## src/rtl/pipe_hazard_ctrl.sv

```systemverilog
// -----------------------------------------------------------------------------
// pipe_hazard_ctrl
//
// Stall/flush sequencer for the 5-stage core. It drives the en/flush pair of
// every stage register and the PC enable. A stage register with en=1 and
// flush=1 loads a NOP bubble.
//
// Hazards are resolved in this priority order, highest first:
//   1. data-memory freeze (mem_req & ~mem_ready): the whole pipe holds
//   2. multi-cycle divide: the front end holds and bubbles go into MEM until
//      div_done is seen
//   3. taken branch in EX: IF/ID and ID/EX are squashed
//   4. load-use: a one-cycle bubble goes into EX and the front end holds
//
// While the pipe is frozen, a watchdog counts consecutive freeze cycles and
// sets the sticky mem_timeout flag once MEM_TIMEOUT cycles have passed.
//
// Optional feature: define PIPE_PERF_CNT_EN to build the stall_cycles and
// flush_events performance counters. Without the macro, both ports read 0
// and no counter flops exist.
//
// Parameters:
//   REG_W        register index width
//   MEM_TIMEOUT  consecutive freeze cycles before mem_timeout sets (>= 1)
//
// Ports:
//   clk, rst_n              core clock, synchronous active-low reset
//   id_rs1/id_rs2           source indices of the instruction in ID
//   id_use_rs1/id_use_rs2   ID instruction actually reads that source
//   ex_rd                   destination index of the instruction in EX
//   ex_is_load/ex_is_div    EX instruction class
//   branch_taken            EX redirect
//   mem_req/mem_ready       MEM-stage data access handshake
//   div_done                one-cycle divider completion pulse
//   div_start               one-cycle divider launch pulse
//   pc_en                   PC register enable
//   *_en/*_flush            stage register controls
//   mem_timeout             sticky watchdog error
//   stall_cycles            cycles with pc_en=0 outside INIT
//   flush_events            RUN/DIV_WAIT cycles with any flush asserted
// -----------------------------------------------------------------------------
module pipe_hazard_ctrl #(
    parameter int unsigned REG_W       = 5,
    parameter int unsigned MEM_TIMEOUT = 64
) (
    input  logic             clk,
    input  logic             rst_n,
    input  logic [REG_W-1:0] id_rs1,
    input  logic [REG_W-1:0] id_rs2,
    input  logic             id_use_rs1,
    input  logic             id_use_rs2,
    input  logic [REG_W-1:0] ex_rd,
    input  logic             ex_is_load,
    input  logic             ex_is_div,
    input  logic             branch_taken,
    input  logic             mem_req,
    input  logic             mem_ready,
    input  logic             div_done,
    output logic             div_start,
    output logic             pc_en,
    output logic             if_id_en,
    output logic             if_id_flush,
    output logic             id_ex_en,
    output logic             id_ex_flush,
    output logic             ex_mem_en,
    output logic             ex_mem_flush,
    output logic             mem_wb_en,
    output logic             mem_timeout,
    output logic [31:0]      stall_cycles,
    output logic [31:0]      flush_events
);

    // The counter must be able to hold MEM_TIMEOUT itself, because it
    // saturates at that value.
    localparam int unsigned     CntW    = $clog2(MEM_TIMEOUT + 1);
    localparam logic [CntW-1:0] WaitMax = CntW'(MEM_TIMEOUT);

    typedef enum logic [1:0] {
        StInit,
        StRun,
        StDivWait
    } state_e;

    state_e          state_q, state_d;
    logic            done_seen_q, done_seen_d;
    logic [CntW-1:0] wait_cnt_q, wait_cnt_d;
    logic            mem_timeout_q, mem_timeout_d;

    logic freeze;
    logic load_use;
    logic div_release;
    logic redirect_ok;

    assign freeze = mem_req & ~mem_ready;

    // A write to x0 never creates a dependency.
    assign load_use = ex_is_load & (ex_rd != '0) &
                      ((id_use_rs1 & (id_rs1 == ex_rd)) |
                       (id_use_rs2 & (id_rs2 == ex_rd)));

    // A completion pulse that arrived while frozen is remembered in done_seen.
    assign div_release = done_seen_q | div_done;

    // -------------------------------------------------------------------------
    // Next state and stage controls
    // -------------------------------------------------------------------------
    always_comb begin
        state_d      = state_q;
        done_seen_d  = done_seen_q;
        redirect_ok  = 1'b0;

        pc_en        = 1'b1;
        if_id_en     = 1'b1;
        if_id_flush  = 1'b0;
        id_ex_en     = 1'b1;
        id_ex_flush  = 1'b0;
        ex_mem_en    = 1'b1;
        ex_mem_flush = 1'b0;
        mem_wb_en    = 1'b1;
        div_start    = 1'b0;

        unique case (state_q)
            StInit: begin
                // Clock NOPs into every stage once while the PC holds.
                pc_en        = 1'b0;
                if_id_flush  = 1'b1;
                id_ex_flush  = 1'b1;
                ex_mem_flush = 1'b1;
                state_d      = StRun;
            end

            StRun: begin
                if (freeze) begin
                    pc_en     = 1'b0;
                    if_id_en  = 1'b0;
                    id_ex_en  = 1'b0;
                    ex_mem_en = 1'b0;
                    mem_wb_en = 1'b0;
                end else if (ex_is_div) begin
                    // The divide stays in EX. Only the MEM side keeps moving,
                    // and it receives bubbles.
                    div_start    = 1'b1;
                    pc_en        = 1'b0;
                    if_id_en     = 1'b0;
                    id_ex_en     = 1'b0;
                    ex_mem_flush = 1'b1;
                    state_d      = StDivWait;
                end else begin
                    redirect_ok = 1'b1;
                end
            end

            StDivWait: begin
                if (freeze) begin
                    pc_en     = 1'b0;
                    if_id_en  = 1'b0;
                    id_ex_en  = 1'b0;
                    ex_mem_en = 1'b0;
                    mem_wb_en = 1'b0;
                    if (div_done) begin
                        done_seen_d = 1'b1;
                    end
                end else if (!div_release) begin
                    pc_en        = 1'b0;
                    if_id_en     = 1'b0;
                    id_ex_en     = 1'b0;
                    ex_mem_flush = 1'b1;
                end else begin
                    // Release cycle. The divide leaves EX normally, and the
                    // younger instructions still see branch and load-use.
                    redirect_ok = 1'b1;
                    done_seen_d = 1'b0;
                    state_d     = StRun;
                end
            end

            default: begin
                state_d = StInit;
            end
        endcase

        if (redirect_ok) begin
            if (branch_taken) begin
                // The squashed ID instruction cannot cause a load-use stall.
                if_id_flush = 1'b1;
                id_ex_flush = 1'b1;
            end else if (load_use) begin
                pc_en       = 1'b0;
                if_id_en    = 1'b0;
                id_ex_flush = 1'b1;
            end
        end
    end

    // -------------------------------------------------------------------------
    // Memory-wait watchdog
    // -------------------------------------------------------------------------
    always_comb begin
        wait_cnt_d    = '0;
        mem_timeout_d = mem_timeout_q;
        if ((state_q != StInit) && freeze) begin
            wait_cnt_d = (wait_cnt_q == WaitMax) ? wait_cnt_q : wait_cnt_q + 1'b1;
            if (wait_cnt_d == WaitMax) begin
                mem_timeout_d = 1'b1;
            end
        end
    end

    assign mem_timeout = mem_timeout_q;

    always_ff @(posedge clk) begin
        if (!rst_n) begin
            state_q       <= StInit;
            done_seen_q   <= 1'b0;
            wait_cnt_q    <= '0;
            mem_timeout_q <= 1'b0;
        end else begin
            state_q       <= state_d;
            done_seen_q   <= done_seen_d;
            wait_cnt_q    <= wait_cnt_d;
            mem_timeout_q <= mem_timeout_d;
        end
    end

    // -------------------------------------------------------------------------
    // Performance counters
    // -------------------------------------------------------------------------
`ifdef PIPE_PERF_CNT_EN
    logic [31:0] stall_cycles_q, stall_cycles_d;
    logic [31:0] flush_events_q, flush_events_d;
    logic        running;

    assign running = (state_q == StRun) || (state_q == StDivWait);

    always_comb begin
        stall_cycles_d = stall_cycles_q;
        flush_events_d = flush_events_q;
        if (running && !pc_en) begin
            stall_cycles_d = stall_cycles_q + 32'd1;
        end
        if (running && (if_id_flush || id_ex_flush || ex_mem_flush)) begin
            flush_events_d = flush_events_q + 32'd1;
        end
    end

    always_ff @(posedge clk) begin
        if (!rst_n) begin
            stall_cycles_q <= '0;
            flush_events_q <= '0;
        end else begin
            stall_cycles_q <= stall_cycles_d;
            flush_events_q <= flush_events_d;
        end
    end

    assign stall_cycles = stall_cycles_q;
    assign flush_events = flush_events_q;
`else
    assign stall_cycles = '0;
    assign flush_events = '0;
`endif

endmodule

```

## config.mk

```make
export PLATFORM = sky130hd
export DESIGN_NAME = pipe_hazard_ctrl
export DESIGN_NICKNAME = d
export VERILOG_FILES = /design/src/rtl/pipe_hazard_ctrl.sv
export SDC_FILE = /design/constraint.sdc
export NUM_CORES = 1
export LEC_CHECK = 0
export BUFFER_PORTS_ARGS = -buffer_cell sky130_fd_sc_hd__buf_2
export CORE_MARGIN = 2
export CORE_UTILIZATION = 45
export CTS_BUF_LIST = sky130_fd_sc_hd__clkbuf_2 sky130_fd_sc_hd__clkbuf_4 sky130_fd_sc_hd__clkbuf_8
export DETAILED_ROUTE_END_ITERATION = 6
export PLACE_DENSITY_LB_ADDON = 0.05
export SLEW_MARGIN = 10
export SYNTH_ARGS = -nofsm -noshare
export SYNTH_HDL_FRONTEND = slang
export SYNTH_SLANG_ARGS = --single-unit
```

## constraint.sdc

```tcl
create_clock -name clk -period 4.4 [get_ports clk]
set_input_delay 0.44 -clock clk [delete_from_list [all_inputs] [get_ports clk]]
set_output_delay 0.44 -clock clk [all_outputs]
set_load 0.05 [all_outputs]
```

==> results.rst, run 1 <==
.. list-table::
   :header-rows: 1

   * - Metric
     - Value
   * - Run status
     - finished with violations
   * - Failing checks
     - DRC
   * - DRC viols
     - 10
   * - Core area
     - 2805 sq um
   * - Sequential share of power
     - 24.5%
   * - Setup CP Type
     - register to output port
   * - Number of vias per cell after detailed routing
     - 4.247
   * - Count of antenna diodes in the layout
     - 0
   * - Final worst-path cycle share
     - 55.81%
   * - Starting DRC count in detailed routing
     - 20
   * - Proportion of total power due to net switching
     - 58.29%
   * - GRT Total Usage
     - 12.95%
   * - Site row count
     - 19
   * - CTS tree
     - yes
   * - Via count
     - 1015
   * - Arrival time of data at the critical path endpoint
     - 2.02 ns
   * - Share of total power in the clock network
     - 16.5%
   * - Number of H-tree levels
     - 1
   * - Fin Clk Skew
     - 0.0009581 ns
   * - Clock Tree Root
     - clkbuf_4
   * - Antenna violations before repair
     - 0
   * - WHS
     - 0.4277 ns
   * - Routed wire length per instance
     - 9.703 um
   * - RSZ-0062 raised after global routing
     - false
   * - Clock insertion delay at the later pin of the skew report
     - 0.27 ns
   * - Post_cts resized
     - 0
   * - Warnings, synthesis
     - 0
   * - Remaining antenna violation count
     - 0
   * - Setup violations, final
     - 0
   * - Sum of overflow across all layers after global routing
     - 0
   * - Average instance area after synthesis
     - 7.849 sq um
   * - Number of nets in the layout
     - 240
   * - Maximum operating frequency
     - 407.2 MHz
   * - Pins over their slew limit
     - 0
   * - Post-synthesis sequential area ratio
     - 16.31%
   * - Clock sink count
     - 11
   * - CTS clock-pin slew for the worst setup and hold paths
     - 0.07 ns
   * - Pre-antenna DRT Iters
     - 6
   * - Capturing element type of the critical path
     - output port
   * - Number of buffers added for setup after CTS
     - 0
   * - Port-buffer cells
     - 34
   * - Starting density of the core
     - 48.13%
   * - Largest net degree at the start of global routing
     - 8
   * - Die Width
     - 58.78 um
   * - Wire length of the first global-routing pass
     - 3532 um
   * - Fin crit period
     - 2.456 ns
   * - Power Dens Cells
     - 322.2 nW/um^2
   * - Maximum buffer depth of the clock tree
     - 2
   * - Number of instances in the synthesized netlist
     - 172
   * - TNS Setup
     - 0 ns
   * - Chip height
     - 58.78 um
   * - Share of total power in combinational logic
     - 58.9%
   * - Routability cong.
     - 0.7673
   * - Maximum vdd drop
     - 163.0 uV
   * - Required time worst endpoint
     - 3.96 ns
   * - Number of violations of the max-capacitance limit
     - 0
   * - Static leakage
     - 0.6552 nW
   * - Hold crit path type
     - input pin to register
   * - Share of cells above drive strength 1
     - 21.15%
   * - Via count of the first global-routing pass
     - 849
   * - Count of cell types in the netlist
     - 35
   * - Layout filler cell count
     - 284
   * - Layout-stage area growth over the synthesis result
     - -1.112%
   * - Number of I/O pins
     - 99
   * - Die Area
     - 3455 sq um
   * - Internal Dissipation
     - 0.0001794 W
   * - Clock buffers created by TritonCTS
     - 3
   * - Aggregate routed wire length
     - 2319 um
   * - Switch Pwr
     - 0.0002508 W
   * - Post-DP HPWL
     - 2006 um
   * - Mapped cell area
     - 1350 sq um
   * - Final-report hold violation count
     - 0
   * - Crit path max fanout
     - 6
   * - Hold-fix buffer count after cts
     - 0
   * - Startpoint type of the worst setup path
     - register
   * - Synthesis-stage register bit count
     - 11
-- final timing paths --
| path | start | end | slack [ns] | cells after the start |
|---|---|---|---|---|
| max | state_q[0] | if_id_en | 1.94 | 7 |
| min | rst_n | done_seen_q | 0.43 | 3 |
| max reg2reg | wait_cnt_q[0] | mem_timeout | 2.81 | 6 |
| min reg2reg | done_seen_q | done_seen_q | 0.52 | 2 |
-- placed cells by master (no fill, tap or decap), types with 2 or more instances in the layout --
cell type | netlist | routed
a21boi_0 | 3 | 3
a21oi_1 | 3 | 3
a311oi_1 | 2 | 2
a31oi_1 | 2 | 2
buf_2 | 0 | 34
clkbuf_4 | 0 | 3
conb_1 | 1 | 64
dfxtp_1 | 11 | 11
ha_1 | 6 | 6
inv_1 | 8 | 8
nand2_1 | 8 | 8
nand2b_1 | 4 | 4
nand3_1 | 3 | 3
nand4_1 | 2 | 2
nor2_1 | 12 | 12
nor3_1 | 2 | 2
nor3b_1 | 2 | 2
o21ai_0 | 4 | 4
or2_2 | 2 | 2
xnor2_1 | 14 | 14
xor2_1 | 3 | 3
-- cell families after synthesis --
group / Yosys count / share of synthesized area [%]
adder cells (fa/ha/maj): 6 / 5.561
XOR/XNOR: 17 / 11.03
AO/OA/AOI/OAI: 22 / 12.14
flip-flops: 11 / 16.31
AND/OR/NAND/NOR: 42 / 16.31
buffers and inverters: 73 / 38.37
other: 1 / 0.2778
-- critical path: stages (launching register included) --
cell and delay [ns]:
dfxtp_1 0.33, inv_1 0.10, ha_1 0.26, o21ai_0 0.13, a21oi_1 0.30, nand2b_1 0.17, a21boi_0 0.16, buf_2 0.28
-- layout make-up --
| type | instances | area, sq um | area share (%) |
|---|---|---|---|
| Inverter | 8 | 30.03 | 2.249 |
| Clock buffer | 3 | 22.52 | 1.687 |
| Clock inverter | 1 | 5.005 | 0.3749 |
| Sequential cell | 11 | 220.2 | 16.49 |
| Multi-Input combinational cell | 151 | 848.3 | 63.54 |
| Timing Repair Buffer | 34 | 170.2 | 12.75 |
| Tap cell | 31 | 38.79 | 2.905 |
-- layer usage --
layer	wire [um]	share of wire [%]	global-route usage [%]	vias to the layer above
met3	203	8.8	1.978	3
met1	956	41	16.13	445
met4	24	1.0	3.896	0
met5	0	0	0	-
li1	-	-	-	513
met2	1135	49	22.86	54
-- synth_stat cells --
cell type	number	area, sq um
buf_4	65	488.0
xnor2_1	14	122.6
nor2_1	12	45.04
dfxtp_1	11	220.2
inv_1	8	30.03
nand2_1	8	30.03
ha_1	6	75.07
nand2b_1	4	25.02
o21ai_0	4	20.02
a21boi_0	3	22.52
a21oi_1	3	15.01
nand3_1	3	15.01
xor2_1	3	26.28
a311oi_1	2	17.52
a31oi_1	2	12.51
nand4_1	2	12.51
nor3_1	2	10.01
nor3b_1	2	15.01
or2_2	2	12.51
a31o_2	1	8.760
a41o_1	1	10.01
a41oi_1	1	8.760
and3_1	1	6.260
conb_1	1	3.750
nand4bb_1	1	11.26
nor2b_1	1	6.260
nor4_1	1	6.260
nor4b_1	1	8.760
o21a_1	1	7.510
o21ai_2	1	8.760
o22ai_1	1	6.260
o311a_1	1	10.01
o41ai_2	1	16.27
or2_4	1	8.760
or4_1	1	7.510
-- state kept, by name, indices dropped and copies added (netlist names) --
signal / count
wait_cnt_q: 7
state_q: 2
done_seen_q: 1
mem_timeout: 1
-- metrics by stage --
step | cells | cell area [sq um] | setup WS, ns | total power [W] | utilization [%]
3_5_place_dp | 235 | 1308 | 2.187 | 0.0003602 | 46.61
4_1_cts | 239 | 1335 | 1.950 | 0.0004319 | 47.59
6_report | 239 | 1335 | 1.944 | 0.0004302 | 47.59
5_1_grt | 239 | 1335 | 1.692 | 0.0004507 | 47.59
3_3_place_gp | 235 | 1308 | 2.209 | 0.0003603 | 46.61
2_1_floorplan | 235 | 1587 | 1.307 | 0.0003698 | -
-- power by group through the flow --
stage	sequential, W	clock, W	combinational [W]
global route	0.000106	0.0000778	0.000267
finish	0.000105	0.0000712	0.000254
floorplan	0.000107	0	0.000263
detailed placement	0.000108	0	0.000252
global placement	0.000108	0	0.000253
CTS	0.000106	0.0000733	0.000253
Note: power is estimated with default switching activity, not from simulation.
==> run 2: changes to the inputs <==
--- a/config.mk
+++ b/config.mk
@@ -5,9 +5,10 @@
 export SDC_FILE = /design/constraint.sdc
 export NUM_CORES = 1
 export LEC_CHECK = 0
+export ABC_AREA = 1
 export BUFFER_PORTS_ARGS = -buffer_cell sky130_fd_sc_hd__buf_2
 export CORE_MARGIN = 2
-export CORE_UTILIZATION = 45
+export CORE_UTILIZATION = 42
 export CTS_BUF_LIST = sky130_fd_sc_hd__clkbuf_2 sky130_fd_sc_hd__clkbuf_4 sky130_fd_sc_hd__clkbuf_8
 export DETAILED_ROUTE_END_ITERATION = 6
 export PLACE_DENSITY_LB_ADDON = 0.05
==> constraint.sdc (replaced) <==
create_clock -name clk -period 2.35 [get_ports clk]
set_input_delay 0.235 -clock clk [delete_from_list [all_inputs] [get_ports clk]]
set_output_delay 0.235 -clock clk [all_outputs]
set_load 0.05 [all_outputs]
==> run 2 against run 1 <==
Net effect:
- the flow now finishes without violations
- non-clock buffer count unchanged
- routed wire length decreased by 2.5%
- sequential share of layout area decreased by 0.64 points
- largest cell class unchanged
- combinational power increased by 94%
- synthesized cell count increased by 23%
==> results.rst, run 2 <==
.. list-table::
   :header-rows: 1

   * - Metric
     - Value
   * - Final worst-path cycle share
     - 85.28%
   * - Pre-antenna DRT Iters
     - 4
   * - Site row count
     - 20
   * - Number of I/O pins
     - 99
   * - GRT Total Usage
     - 12.60%
   * - Number of enable flip-flop cells after synthesis
     - 0
   * - Area of all sequential standard cells
     - 220.2 sq um
   * - Slack of the critical path
     - 0.3459 ns
   * - Clock buffers created by TritonCTS
     - 3
   * - TNS Setup
     - 0 ns
   * - Layout Cells excl Fill
     - 291
   * - Starting density of the core
     - 44.64%
   * - Number of vias per cell after detailed routing
     - 3.835
   * - Setup CP Type
     - register to output port
   * - Clock insertion delay at the later pin of the skew report
     - 0.28 ns
   * - Top_reg_cell synth
     - dfxtp_1
   * - Layout filler cell count
     - 348
   * - Hold-fix buffer count after cts
     - 0
   * - Reg-to-reg setup timing slack
     - 0.92 ns
   * - Number of instances in the synthesized netlist
     - 211
   * - Biggest area consumer among synthesized cells
     - buf_4
   * - Share of cells above drive strength 1
     - 19.43%
   * - DRC viols
     - 0
   * - Largest net degree at the start of global routing
     - 8
   * - Routed wire length per instance
     - 7.770 um
   * - Post-layout utilization of the core
     - 44.76%
   * - Count of cell types in the netlist
     - 24
   * - Hold crit path type
     - input pin to register
   * - Highest-count cells in the layout ignoring fill and taps
     - conb_1 (64), nand2_1 (35), buf_2 (34), nor2_1 (25), inv_1 (22)
   * - Post_cts resized
     - 0
   * - Chip height
     - 61.43 um
   * - RSZ-0062 raised after global routing
     - false
   * - Starting DRC count in detailed routing
     - 32
   * - Via count of the first global-routing pass
     - 909
   * - Required time worst endpoint
     - 2.12 ns
   * - Run status
     - finished clean
   * - Maximum operating frequency
     - 499.0 MHz
   * - Core area
     - 3103 sq um
   * - Most frequent standard cell in the layout excluding fill and tap cells
     - conb_1
   * - Multi-input gate area
     - 819.5 sq um
   * - Cell with the most instances after synthesis
     - buf_4
   * - Cell count after placement
     - 287
   * - Pre-CTS setup slack
     - 0.6376 ns
   * - Routability cong.
     - 0.7525
   * - Mapped cell area
     - 1385 sq um
   * - Sum of overflow across all layers after global routing
     - 0
   * - Number of H-tree levels
     - 1
   * - Die Width
     - 61.43 um
   * - Warnings, synthesis
     - 0
   * - Capturing element type of the critical path
     - output port
   * - Crit path max fanout
     - 4
   * - Aggregate routed wire length
     - 2261 um
   * - Startpoint type of the worst setup path
     - register
   * - Clock Tree Root
     - clkbuf_4
   * - Power Dens Cells
     - 603.6 nW/um^2
   * - Setup violations, final
     - 0
   * - Number of buffers added for setup after CTS
     - 0
   * - Pins over their slew limit
     - 0
   * - Number of violations of the max-capacitance limit
     - 0
   * - Antenna violations before repair
     - 0
   * - Die Area
     - 3773 sq um
   * - Post-DP HPWL
     - 1986 um
   * - Leading cell types by total area after synthesis
     - buf_4 (35%), dfxtp_1 (16%), nand2_1 (9.5%), nor2_1 (6.8%), inv_1 (6.0%)
   * - Wire length of the first global-routing pass
     - 3594 um
   * - Via count
     - 1116
   * - Synthesis-stage register bit count
     - 11
   * - Biggest regs
     - wait_cnt_q x7, state_q x2
   * - CTS clock-pin slew for the worst setup and hold paths
     - 0.07 ns
   * - Clock sink count
     - 11
   * - Asr flop ratio synth
     - 0%
   * - Share of the synthesized area in the top cell type
     - 35.23%
   * - Maximum vdd drop
     - 350.0 uV
   * - Flip-flop count of the largest register after layout
     - 7
   * - Top post-synthesis cells by count
     - buf_4 (65), nand2_1 (35), nor2_1 (25)
   * - Count of antenna diodes in the layout
     - 0
   * - Arrival time of data at the critical path endpoint
     - 1.77 ns
   * - Number of nets in the layout
     - 279
   * - Post-synthesis sequential area ratio
     - 15.90%
   * - Static leakage
     - 0.8062 nW
   * - Layout-stage area growth over the synthesis result
     - 0.2709%
   * - Final-report hold violation count
     - 0
   * - CTS tree
     - yes
   * - Biggest register
     - wait_cnt_q
   * - Fin crit period
     - 2.004 ns
   * - Remaining antenna violation count
     - 0
   * - Port-buffer cells
     - 34
   * - Fin Clk Skew
     - 0.004291 ns
   * - Maximum buffer depth of the clock tree
     - 2
   * - Average instance area after synthesis
     - 6.564 sq um
## run 2: changes by cell type in the layout (fill, tap and decap cells not counted), moves of 4 or more
cell,previous run,this run
nand2b_1,4,0
nand2_1,8,35
inv_1,8,22
nand3_1,3,11
xnor2_1,14,0
nor2_1,12,25
nand2_2,0,4
## run 2: stage by stage
step,hold WS [ns],instance area [sq um],power (W)
2_1_floorplan,0.3938,1622,0.0007119
3_3_place_gp,0.4500,1359,0.0006957
3_5_place_dp,0.4501,1359,0.0006942
4_1_cts,0.2447,1389,0.0008463
5_1_grt,0.2413,1389,0.0008896
6_report,0.2522,1389,0.0008383
## run 2: critical path: stages (launching register included)
cell,delay [ns]
dfxtp_1,0.38
inv_1,0.08
ha_1,0.19
inv_1,0.09
nor2_1,0.04
nand2_1,0.07
nand2_2,0.07
nand2_2,0.08
inv_2,0.04
nand2_2,0.07
nand2_2,0.05
o21bai_1,0.14
buf_2,0.21
## run 2: where the power goes
group,internal (W),switching (W),total (W)
registers,0.000192,0.00000488,0.000197
logic,0.0000777,0.000415,0.000492
clock network,0.0000774,0.0000716,0.000149
## run 2: final timing paths
kind | to | start | depth (start not counted)
worst min-delay path | done_seen_q | rst_n | 2
worst max-delay path | id_ex_flush | state_q[1] | 12
worst min register to register | mem_timeout | mem_timeout | 2
worst max register to register | mem_timeout | wait_cnt_q[0] | 11
## run 2: final cells by class
class                           instances  share of cell area, %
Clock buffer                            4                  2.162
Inverter                               25                  6.757
Multi-Input combinational cell        173                  59.01
Sequential cell                        11                  15.86
Tap cell                               44                  3.964
Timing Repair Buffer                   34                  12.25
## run 2: cell families (layout without fill, tap and decap cells)
group | Yosys count | in the layout | share of synthesized area (%)
AO/OA/AOI/OAI | 15 | 15 | 6.956
adder cells (fa/ha/maj) | 6 | 6 | 5.420
AND/OR/NAND/NOR | 82 | 82 | 25.65
buffers and inverters | 90 | 63 | 42.01
XOR/XNOR | 6 | 6 | 3.794
other | 1 | 64 | 0.2707
flip-flops | 11 | 11 | 15.90
## run 2: per-layer routing
metal / wire, um / GRT usage, %
met2: 1073 / 22.04
met3: 194 / 2.521
met5: 0 / 0
met4: 24 / 4.559
met1: 967 / 15.29
==> run 3: changes to the inputs <==
--- a/config.mk
+++ b/config.mk
@@ -11,6 +11,7 @@
 export CORE_UTILIZATION = 42
 export CTS_BUF_LIST = sky130_fd_sc_hd__clkbuf_2 sky130_fd_sc_hd__clkbuf_4 sky130_fd_sc_hd__clkbuf_8
 export DETAILED_ROUTE_END_ITERATION = 6
+export GPL_TIMING_DRIVEN = 0
 export PLACE_DENSITY_LB_ADDON = 0.05
 export SLEW_MARGIN = 10
 export SYNTH_ARGS = -nofsm -noshare
==> run 3 against run 2 <==
Net effect:
- non-clock buffer count is 65 higher
- combinational power is 18% higher
- sequential cell count stayed put
- critical endpoint unchanged
- sequential power hardly changed
- core utilization is 16 points higher
- routed wire length is 8.0% higher
- critical path type unchanged
- die area stayed put
- register-to-register slack better by 0.04 ns
- cell count is 22% higher
- maximum frequency is 0.47% higher
- largest power group unchanged
- highest routed layer unchanged
==> results.rst, run 3 (synthesis results as in run 2) <==
.. list-table::
   :header-rows: 1

   * - Metric
     - Value
   * - Highest-count cells in the layout ignoring fill and taps
     - buf_4 (65), conb_1 (64), nand2_1 (35), buf_2 (34), nor2_1 (25)
   * - Antenna violations before repair
     - 0
   * - Die Area
     - 3773 sq um
   * - Wire length of the first global-routing pass
     - 3581 um
   * - Aggregate routed wire length
     - 2443 um
   * - Busiest metal layer after global routing
     - met2
   * - Post_cts resized
     - 0
   * - Area of all sequential standard cells
     - 220.2 sq um
   * - Number of I/O pins
     - 99
   * - Number of buffers added for setup after CTS
     - 0
   * - Pins over their slew limit
     - 0
   * - Routability cong.
     - 0.7957
   * - Final worst-path cycle share
     - 84.89%
   * - Starting DRC count in detailed routing
     - 30
   * - Critical path startpoint
     - state_q[1]
   * - Capturing element type of the critical path
     - output port
   * - Flip-flop count of the largest register after layout
     - 7
   * - Met3 capacity usage during global routing
     - 2.101%
   * - Worst hold path startpoint
     - rst_n
   * - Multi-input gate area
     - 819.5 sq um
   * - Biggest regs
     - wait_cnt_q x7, state_q x2
   * - Clock Tree Root
     - clkbuf_4
   * - TNS Setup
     - 0 ns
   * - WHS
     - 0.2522 ns
   * - Pre-antenna DRT Iters
     - 4
   * - Die Width
     - 61.43 um
   * - CTS tree
     - yes
   * - CTS clock-pin slew for the worst setup and hold paths
     - 0.07 ns
   * - Final-report hold violation count
     - 0
   * - Buffers & Inverters on Critical Path
     - 4
   * - Largest net degree at the start of global routing
     - 8
   * - Met2 layer usage reported by global route
     - 22.80%
   * - Slack of the critical path
     - 0.3552 ns
   * - Cell count after placement
     - 352
   * - DRC viols
     - 0
   * - Fin Clk Skew
     - 0.006671 ns
   * - Met1 routing resource usage after global routing
     - 13.83%
   * - Layout filler cell count
     - 335
   * - Routed wire length per instance
     - 6.862 um
   * - Clock buffers created by TritonCTS
     - 3
   * - Kind of cell adding the most delay to the critical path
     - buffers and inverters
   * - Sum of overflow across all layers after global routing
     - 0
   * - Static leakage
     - 1.159 nW
   * - Number of vias per cell after detailed routing
     - 3.570
   * - Cell seen most often among critical-path stages
     - nand2_2
   * - Remaining antenna violation count
     - 0
   * - Switch Pwr
     - 0.0004964 W
   * - Fin crit period
     - 1.995 ns
   * - GRT Total Usage
     - 12.32%
   * - RSZ-0062 raised after global routing
     - false
   * - Slowest cell on the critical path
     - dfxtp_1
   * - Hold crit path type
     - input pin to register
   * - Share of total power in the clock network
     - 13.9%
   * - Port-buffer cells
     - 34
   * - Number of violations of the max-capacitance limit
     - 0
   * - Pre-CTS setup slack
     - 0.6327 ns
   * - Number of H-tree levels
     - 1
   * - Power Dens Cells
     - 482.3 nW/um^2
   * - Via count of the first global-routing pass
     - 913
   * - Internal Dissipation
     - 0.0004076 W
   * - Post-DP HPWL
     - 2245 um
   * - Number of nets in the layout
     - 344
   * - Maximum operating frequency
     - 501.3 MHz
   * - Setup CP Type
     - register to output port
   * - Run status
     - finished clean
   * - Setup violations, final
     - 0
   * - Layout Cells excl Fill
     - 356
   * - Slowest cell delay on critical path
     - 0.37 ns
   * - Core area
     - 3103 sq um
   * - Chip height
     - 61.43 um
   * - Reg-to-reg startpoint
     - wait_cnt_q[0]
   * - Count of antenna diodes in the layout
     - 0
   * - Via count
     - 1271
   * - Clock insertion delay at the later pin of the skew report
     - 0.26 ns
   * - Proportion of total power due to net switching
     - 54.91%
   * - Site row count
     - 20
   * - Crit path max fanout
     - 4
   * - Clock sink count
     - 11
   * - Hold-fix buffer count after cts
     - 0
   * - Share of cells above drive strength 1
     - 36.22%
   * - Starting density of the core
     - 44.64%
   * - Maximum buffer depth of the clock tree
     - 2
   * - Arrival time of data at the critical path endpoint
     - 1.76 ns
   * - Most frequent standard cell in the layout excluding fill and tap cells
     - buf_4
   * - Cell chain of the critical path
     - inv_1 -> ha_1 -> inv_1 -> nor2_1 -> nand2_1 -> nand2_2 -> nand2_2 -> inv_2 -> nand2_2 -> nand2_2 -> o21bai_1 -> buf_2
   * - Post-layout power
     - 0.0009040 W
   * - Share of total power in combinational logic
     - 64.3%
   * - Startpoint type of the worst setup path
     - register
   * - Sequential share of power
     - 21.8%
   * - Maximum vdd drop
     - 300.1 uV
   * - Required time worst endpoint
     - 2.12 ns
   * - Layout-stage area growth over the synthesis result
     - 35.32%
   * - Biggest register
     - wait_cnt_q
==> run 3: cell types whose count changed in the layout (fill, tap and decap cells not counted), sizes merged <==
cell / previous run / this run
buf: 34 / 99
clkbuf: 4 / 3
clkinv: 0 / 1
==> run 3: per-layer routing <==
| metal | share of wire, % | vias up |
|---|---|---|
| li1 | - | 727 |
| met1 | 41 | 489 |
| met2 | 47 | 53 |
| met3 | 11 | 2 |
| met4 | 0.41 | 0 |
| met5 | 0 | - |
==> run 3: path summary, 6_finish.rpt <==
path,endpoint,slack [ns],cells after the start
hold / removal,done_seen_q,0.25,2
setup reg to reg,mem_timeout,0.96,9
hold reg to reg,mem_timeout,0.46,2
setup / recovery,id_ex_flush,0.36,12
==> run 3: power groups by stage <==
stage                     clock network, W  registers (W)  logic [W]
final                             0.000125       0.000197   0.000581
after detailed placement                 0       0.000202   0.000579
after global placement                   0       0.000202   0.000578
after global routing              0.000138       0.000199   0.000616
after CTS                         0.000132       0.000198   0.000580
after floorplan                          0       0.000200   0.000511
==> run 3: cell type report <==
type	count	area share [%]
sequential	11	11.75
inverter	25	5.007
timing repair buffer	34	9.079
multi-input combinational	173	43.72
clock inverter	1	0.2670
buffer	65	26.03
tap	44	2.937
clock buffer	3	1.202
==> run 3: through the flow <==
step / cell area [sq um] / util (%)
detailed placement: 1847 / 59.52
floorplan: 1622 / -
global placement: 1847 / 59.52
CTS: 1874 / 60.40
finish: 1874 / 60.40
global route: 1874 / 60.40
